**src/rtl/secuenciador_rtc.sv**
```systemverilog
// secuenciador_rtc: multiplexed A/D bus sequencer, 15 timed states per read/write transaction
module secuenciador_rtc #(
    parameter int unsigned CICLOS_POR_ESTADO = 10
) (
    input  logic       clk,
    input  logic       reset,
    input  logic       inicio,
    input  logic       W_R,
    input  logic [7:0] direccion,
    input  logic [7:0] dato_escritura,
    input  logic [7:0] bus_dato_in,
    output logic [3:0] estado,
    output logic       W_R_out,
    output logic       en_out,
    output logic [7:0] bus_dato_out,
    output logic       bus_oe,
    output logic [7:0] dato_leido,
    output logic       ocupado,
    output logic       listo
);
    localparam logic [7:0] ULTIMO = 8'(CICLOS_POR_ESTADO - 1);
    logic [7:0] cnt, dir_l, dat_l;
    logic       wr_l, fin, fase_dir, fase_dat;
    assign fin = cnt == ULTIMO;
    always_ff @(posedge clk) begin
        if (reset) begin
            estado     <= 4'd15;
            cnt        <= 8'd0;
            wr_l       <= 1'b0;
            dir_l      <= 8'd0;
            dat_l      <= 8'd0;
            dato_leido <= 8'd0;
            listo      <= 1'b0;
        end else begin
            listo <= 1'b0;
            if (estado == 4'd15) begin
                if (inicio) begin
                    wr_l   <= W_R;
                    dir_l  <= direccion;
                    dat_l  <= dato_escritura;
                    estado <= 4'd0;
                    cnt    <= 8'd0;
                end
            end else if (!fin) begin
                cnt <= cnt + 8'd1;
            end else begin
                // state 14 wraps to idle (15) through the plain increment
                cnt    <= 8'd0;
                estado <= estado + 4'd1;
                listo  <= estado == 4'd14;
                if (wr_l && estado == 4'd13) dato_leido <= bus_dato_in;
            end
        end
    end
    always_comb begin
        ocupado      = estado != 4'd15;
        W_R_out      = ocupado & wr_l;
        en_out       = ocupado & wr_l;
        fase_dir     = estado >= 4'd1 && estado <= 4'd9;
        fase_dat     = estado >= 4'd10 && estado <= 4'd14 && !wr_l;
        bus_oe       = fase_dir | fase_dat;
        bus_dato_out = fase_dir ? dir_l : fase_dat ? dat_l : 8'h00;
    end
endmodule
```
**config.mk**
```make
export PLATFORM = sky130hd
export DESIGN_NAME = secuenciador_rtc
export DESIGN_NICKNAME = d
export VERILOG_FILES = /design/src/rtl/secuenciador_rtc.sv
export SDC_FILE = /design/constraint.sdc
export NUM_CORES = 1
export LEC_CHECK = 0
export CAP_MARGIN = 20
export CELL_PAD_IN_SITES_DETAIL_PLACEMENT = 0
export CELL_PAD_IN_SITES_GLOBAL_PLACEMENT = 1
export CORE_MARGIN = 8
export CORE_UTILIZATION = 38
export CTS_BUF_LIST = sky130_fd_sc_hd__clkbuf_8
export CTS_CLUSTER_DIAMETER = 80
export DETAILED_ROUTE_END_ITERATION = 10
export GPL_TIMING_DRIVEN = 0
export PLACE_DENSITY = 0.93
export SYNTH_ARGS = -nofsm -noshare
export SYNTH_HDL_FRONTEND = slang
export SYNTH_SLANG_ARGS = --single-unit
export TNS_END_PERCENT = 20
```
**constraint.sdc**
```tcl
create_clock -name clk -period 3.7 [get_ports clk]
set_input_delay 0.555 -clock clk [delete_from_list [all_inputs] [get_ports clk]]
set_output_delay 0.555 -clock clk [all_outputs]
set_load 0.02 [all_outputs]
```
## Word-level counts from Yosys, hierarchy flattened

Index checks and enable logic that the tools add are counted.

- Multiplexer cells: 8
- Bitwise logic cells: 4
- Eq/ne operators: 6
- $lt $le $gt $ge: 4
- Reduce and logical (&&, ||, !) cells: 10
- $add $sub $neg: 2

Operators by type and width:

| kind | number |
|---|---|
| 8-bit 2-to-1 mux | 5 |
| 4-bit == test, second input constant | 3 |
| 4-bit 2-to-1 mux | 3 |
| 8-bit by 1-bit adder with 8-bit output, second input constant | 1 |
| 8-bit by 4-bit == test with 1-bit output, second input constant | 1 |
| 4-bit less-or-equal comparator, second input constant | 2 |
| 4-bit by 1-bit adder with 4-bit output, second input constant | 1 |
| 4-bit by 1-bit greater-or-equal comparator with 1-bit output, second input constant | 1 |
| 4-bit greater-or-equal comparator, second input constant | 1 |
| 1-bit logical AND | 4 |
| 4-bit inequality test, second input constant | 1 |
| 2-bit AND reduction | 2 |
| 3-bit AND reduction | 1 |
| 3-bit OR reduction | 1 |
| 2-bit inequality test, second input constant | 1 |
| 1-bit inverter | 2 |
| 2-bit nonzero test | 1 |
| 1-bit AND | 1 |
| 1-bit zero test | 1 |
| 1-bit bitwise OR | 1 |

- Bits of input ports: 28
- Bits in registers: 38
- Output and inout port bits: 25
- Word-level logic and storage cells: 41

## Longest topological paths before layout

- Depth in word-level cells: 5
- Mapped depth: 8
- Depth with buffers taken out: 6

## Least setup slack after synthesis

No wires, ideal clock.

- Kind: register to output
- From: reg estado[1]
- To: out bus_dato_out[0]
- Data required time: 3.145 ns
- Path buffers: 0
- Cell stages (with the launch flop): 7
- Setup slack: 1.371 ns
- Arrival time: 1.774 ns
- Cell sequence: dfxtp_1 > inv_1 > ha_1 > nor4b_1 > a21oi_2 > nor2_2 > a22o_1

- Longest elaborated chain between the ends: 5
- Elaborated cells on any way between the ends: 9
- Classes of those cells: order compare (4); mux (2); reduce/logical (3)

Ends and longest elaborated chain:

| item | RTL line | RTL |
|---|---|---|
| start, declared | 12 | `output logic [3:0] estado,` |
| start signal, assigned | 49 | `estado <= estado + 4'd1;` |
| 4-bit greater-or-equal comparator / 4-bit less-or-equal comparator (equally long branches) | 60 | `fase_dat = estado >= 4'd10 && estado <= 4'd14 && !wr_l;` |
| 1-bit logical AND (2 in series) | 60 |  |
| 8-bit 2-to-1 mux | 62 | `bus_dato_out = fase_dir ? dir_l : fase_dat ? dat_l : 8'h00;` |
| 8-bit 2-to-1 mux (*) | 62 |  |
| end, declared | 15 | `output logic [7:0] bus_dato_out,` |

Mark *: on every way between the ends. The rest lies on a longest branch, timed or not.

## Worst setup path in the final report

- From: reg estado[1]
- To: out bus_dato_out[1]

The elaborated chain is that of the path after synthesis.

==> run summary <==
Fmax: 303 MHz
synth-to-layout area growth: 36.7%
Buffers on Ports: 51
Setup crit end kind: output pin
ys async rst share: 0
final setup fails: 0
initial antenna violation count: 0
status: finished, final reports clean
post-synthesis mux area share: 0.0503
met1 WL: 2110 um
CP required: 3140 ps
Starting Density: 0.386
sequential share of power: 0.399
hold buffers post-CTS: 0
sequential area share after synthesis: 0.425
Total GRT Usage: 0.134
RePlAce Congestion: 0.809
EDFF count, synth: 0
Critical Path Fanout Max: 10
global route overflow: 0
final antenna-violating net count: 0
Peak supply drop: 0.189 mV
sequence of cells on the critical path: inv_1 > ha_1 > nor4b_1 > a21oi_2 > nor2_2 > a22o_1 > clkdlybuf4s50_1
fin nets: 298
Compound-Gate Fraction of Synth Area: 0.183
Switching Fraction: 0.362
Clock power frac: 0.217
Worst Tran Pin Value: 496 ps
CP Class: flop to output pin
Tot Pwr: 1.23 mW
Max-Cap Viols: 0
Register Area: 761 um2
vias per cell: 5.22
synthesized-area fraction occupied by and/or/nand/nor cells: 0.251
global-route wire length before repair: 7870 um
Leak: 0.907 nW
startpoint types: flop
Worst path max stage delay: 610 ps
multi-input logic area: 941 um2
Final period util: 0.891
htree depth: 2
Routed WL: 4760 um
internal power: 0.782 mW
Min-Delay Path Class: flop to flop
Rows: 25
CP arrival: 2740 ps
flops & latches, synth: 38
Synth area leader: dfxtp_1
DP HPWL: 3500 um
Worst Clk Skew: 4.81 ps
logic gate share of total power: 0.383
Mapped Area: 1790 um2
Buf/Inv on CP: 2
Slew Viols, Final: 0
CTS tree: yes
Synth area leaders: dfxtp_1 (43%), nand2_1 (8.6%), a21oi_1 (6.7%)
Slowest cell on crit path: clkdlybuf4s50_1
Yosys top cell area share: 0.425
Distinct cells, synth: 46
PD cells: 501 nW/um2
cts repair resizes: 0
Yosys warnings: 0
RSZ-0062 raised after global routing: no
CP top delay family: buffers and inverters
die area: 7160 um2
first-pass iteration count of the detailed router: 4
syn_area_per_cell: 8.69 um2
Core Area: 4630 um2
clock buffer depth: 2
drt wl/cell: 15.0 um
main combinational cell family by area after synthesis: simple AND/OR/NAND/NOR gates
Final min period: 3300 ps
via count: 1,660
DIE WIDTH: 84.6 um
Main synth FF type: dfxtp_1
CTS Root Cell: clkbuf_8
sw power: 0.444 mW
metal3 WL: 298 um
total CTS buffers: 5
met2 wire len: 2340 um
drt drc: 0
post-CTS setup buffer count: 0
most frequent cells in the layout: clkdlybuf4s50_1 (51), nand2_1 (41), dfxtp_1 (38)
Reg clk slew, reported paths: 70 ps
initial DRC count: 111
Syn Nets: 240
ANT cells: 0
share of layout cells above drive strength 1: 0.0871
Syn Inst Count: 206
number of global-route vias before repair: 1,618
Worst slew margin: 0.670
Die Ht: 84.6 um
pin count of the biggest net entering global routing: 12
adder-cell share of the synthesized area: 0.0420
IO Pins: 53
clock latency on the worst-skew pair: 280 ps
XOR/XNOR Fraction of Synth Area: 0
Fillers: 447
setup TNS: 0 ps
Final Hold Vio Count: 0
most common cell after layout, fill and taps aside: clkdlybuf4s50_1
uppermost layer routed: met4
Num Clock Sinks: 38
==> worst register-to-register path, cell delays in order (launching register included) <==
cell	delay, ps
dfxtp_1	470
ha_1	270
and3_1	160
buf_2	170
inv_2	70
buf_4	170
nor2_1	230
o21ai_0	130
a21oi_1	150
==> cells in the mapped netlist (all sizes together), types with 2 or more instances <==
master / number
nand2: 41
dfxtp: 38
a21oi: 25
nor2: 13
buf: 9
mux2i: 9
a22o: 8
ha: 6
nand3: 6
clkbuf: 4
inv: 4
nand2b: 4
nor3: 4
a311oi: 3
and3: 3
or3: 3
a211o: 2
a31oi: 2
and2: 2
and4: 2
nand3b: 2
nor4b: 2
==> flip-flops by register name, summed over array words and instances (netlist names) <==
signal,flops
dato_leido,8
dir_l,8
listo,1
dat_l,8
wr_l,1
estado,4
cnt,8
==> power groups by stage <==
| stage | clock [mW] | combinational [mW] | sequential, mW |
|---|---|---|---|
| after floorplan | 0 | 0.290 | 0.503 |
| after global placement | 0 | 0.467 | 0.497 |
| after detailed placement | 0 | 0.472 | 0.499 |
| after CTS | 0.275 | 0.474 | 0.490 |
| after global routing | 0.294 | 0.523 | 0.496 |
| final | 0.266 | 0.470 | 0.489 |
==> metrics by stage <==
| stage | hold slack, ps | cells | util | setup slack (ps) | cell area, um2 |
|---|---|---|---|---|---|
| 3_5_place_dp | 448 | 311 | 0.511 | 749 | 2370 |
| 3_3_place_gp | 443 | 311 | 0.511 | 748 | 2370 |
| 2_1_floorplan | 436 | 206 | - | 1370 | 1790 |
| 4_1_cts | 458 | 318 | 0.528 | 386 | 2450 |
| 6_report | 460 | 318 | 0.528 | 402 | 2450 |
| 5_1_grt | 472 | 318 | 0.528 | 191 | 2450 |
==> routing by layer <==
layer	vias to the layer above	GRT usage
met1	777	0.166
met5	-	0
li1	844	-
met2	37	0.216
met3	2	0.0449
met4	0	0.0340
==> path summary, 6_finish.rpt <==
| path | start | end | slack (ps) | cells after the start |
|---|---|---|---|---|
| setup reg to reg | estado[1] | cnt[2] | 1810 | 8 |
| setup / recovery | estado[1] | bus_dato_out[1] | 400 | 7 |
| hold / removal | dir_l[2] | dir_l[2] | 460 | 2 |
| hold reg to reg | dir_l[2] | dir_l[2] | 460 | 2 |
==> cell type report <==
class                      instances  share of cell area
inverter                           4             0.00614
clock buffer                       5              0.0281
tap                               54              0.0276
clock inverter                     2             0.00409
multi-input combinational        151               0.385
buffer                            13              0.0297
timing repair buffer              51               0.209
sequential                        38               0.311
==> kinds of logic after synthesis <==
family	count (synthesis)
flip-flops	38
multiplexers	9
AND/OR/NAND/NOR	88
buffers and inverters	17
adder cells (fa/ha/maj)	6
AO/OA/AOI/OAI	48
No activity file was read; power rests on OpenSTA's default activity.
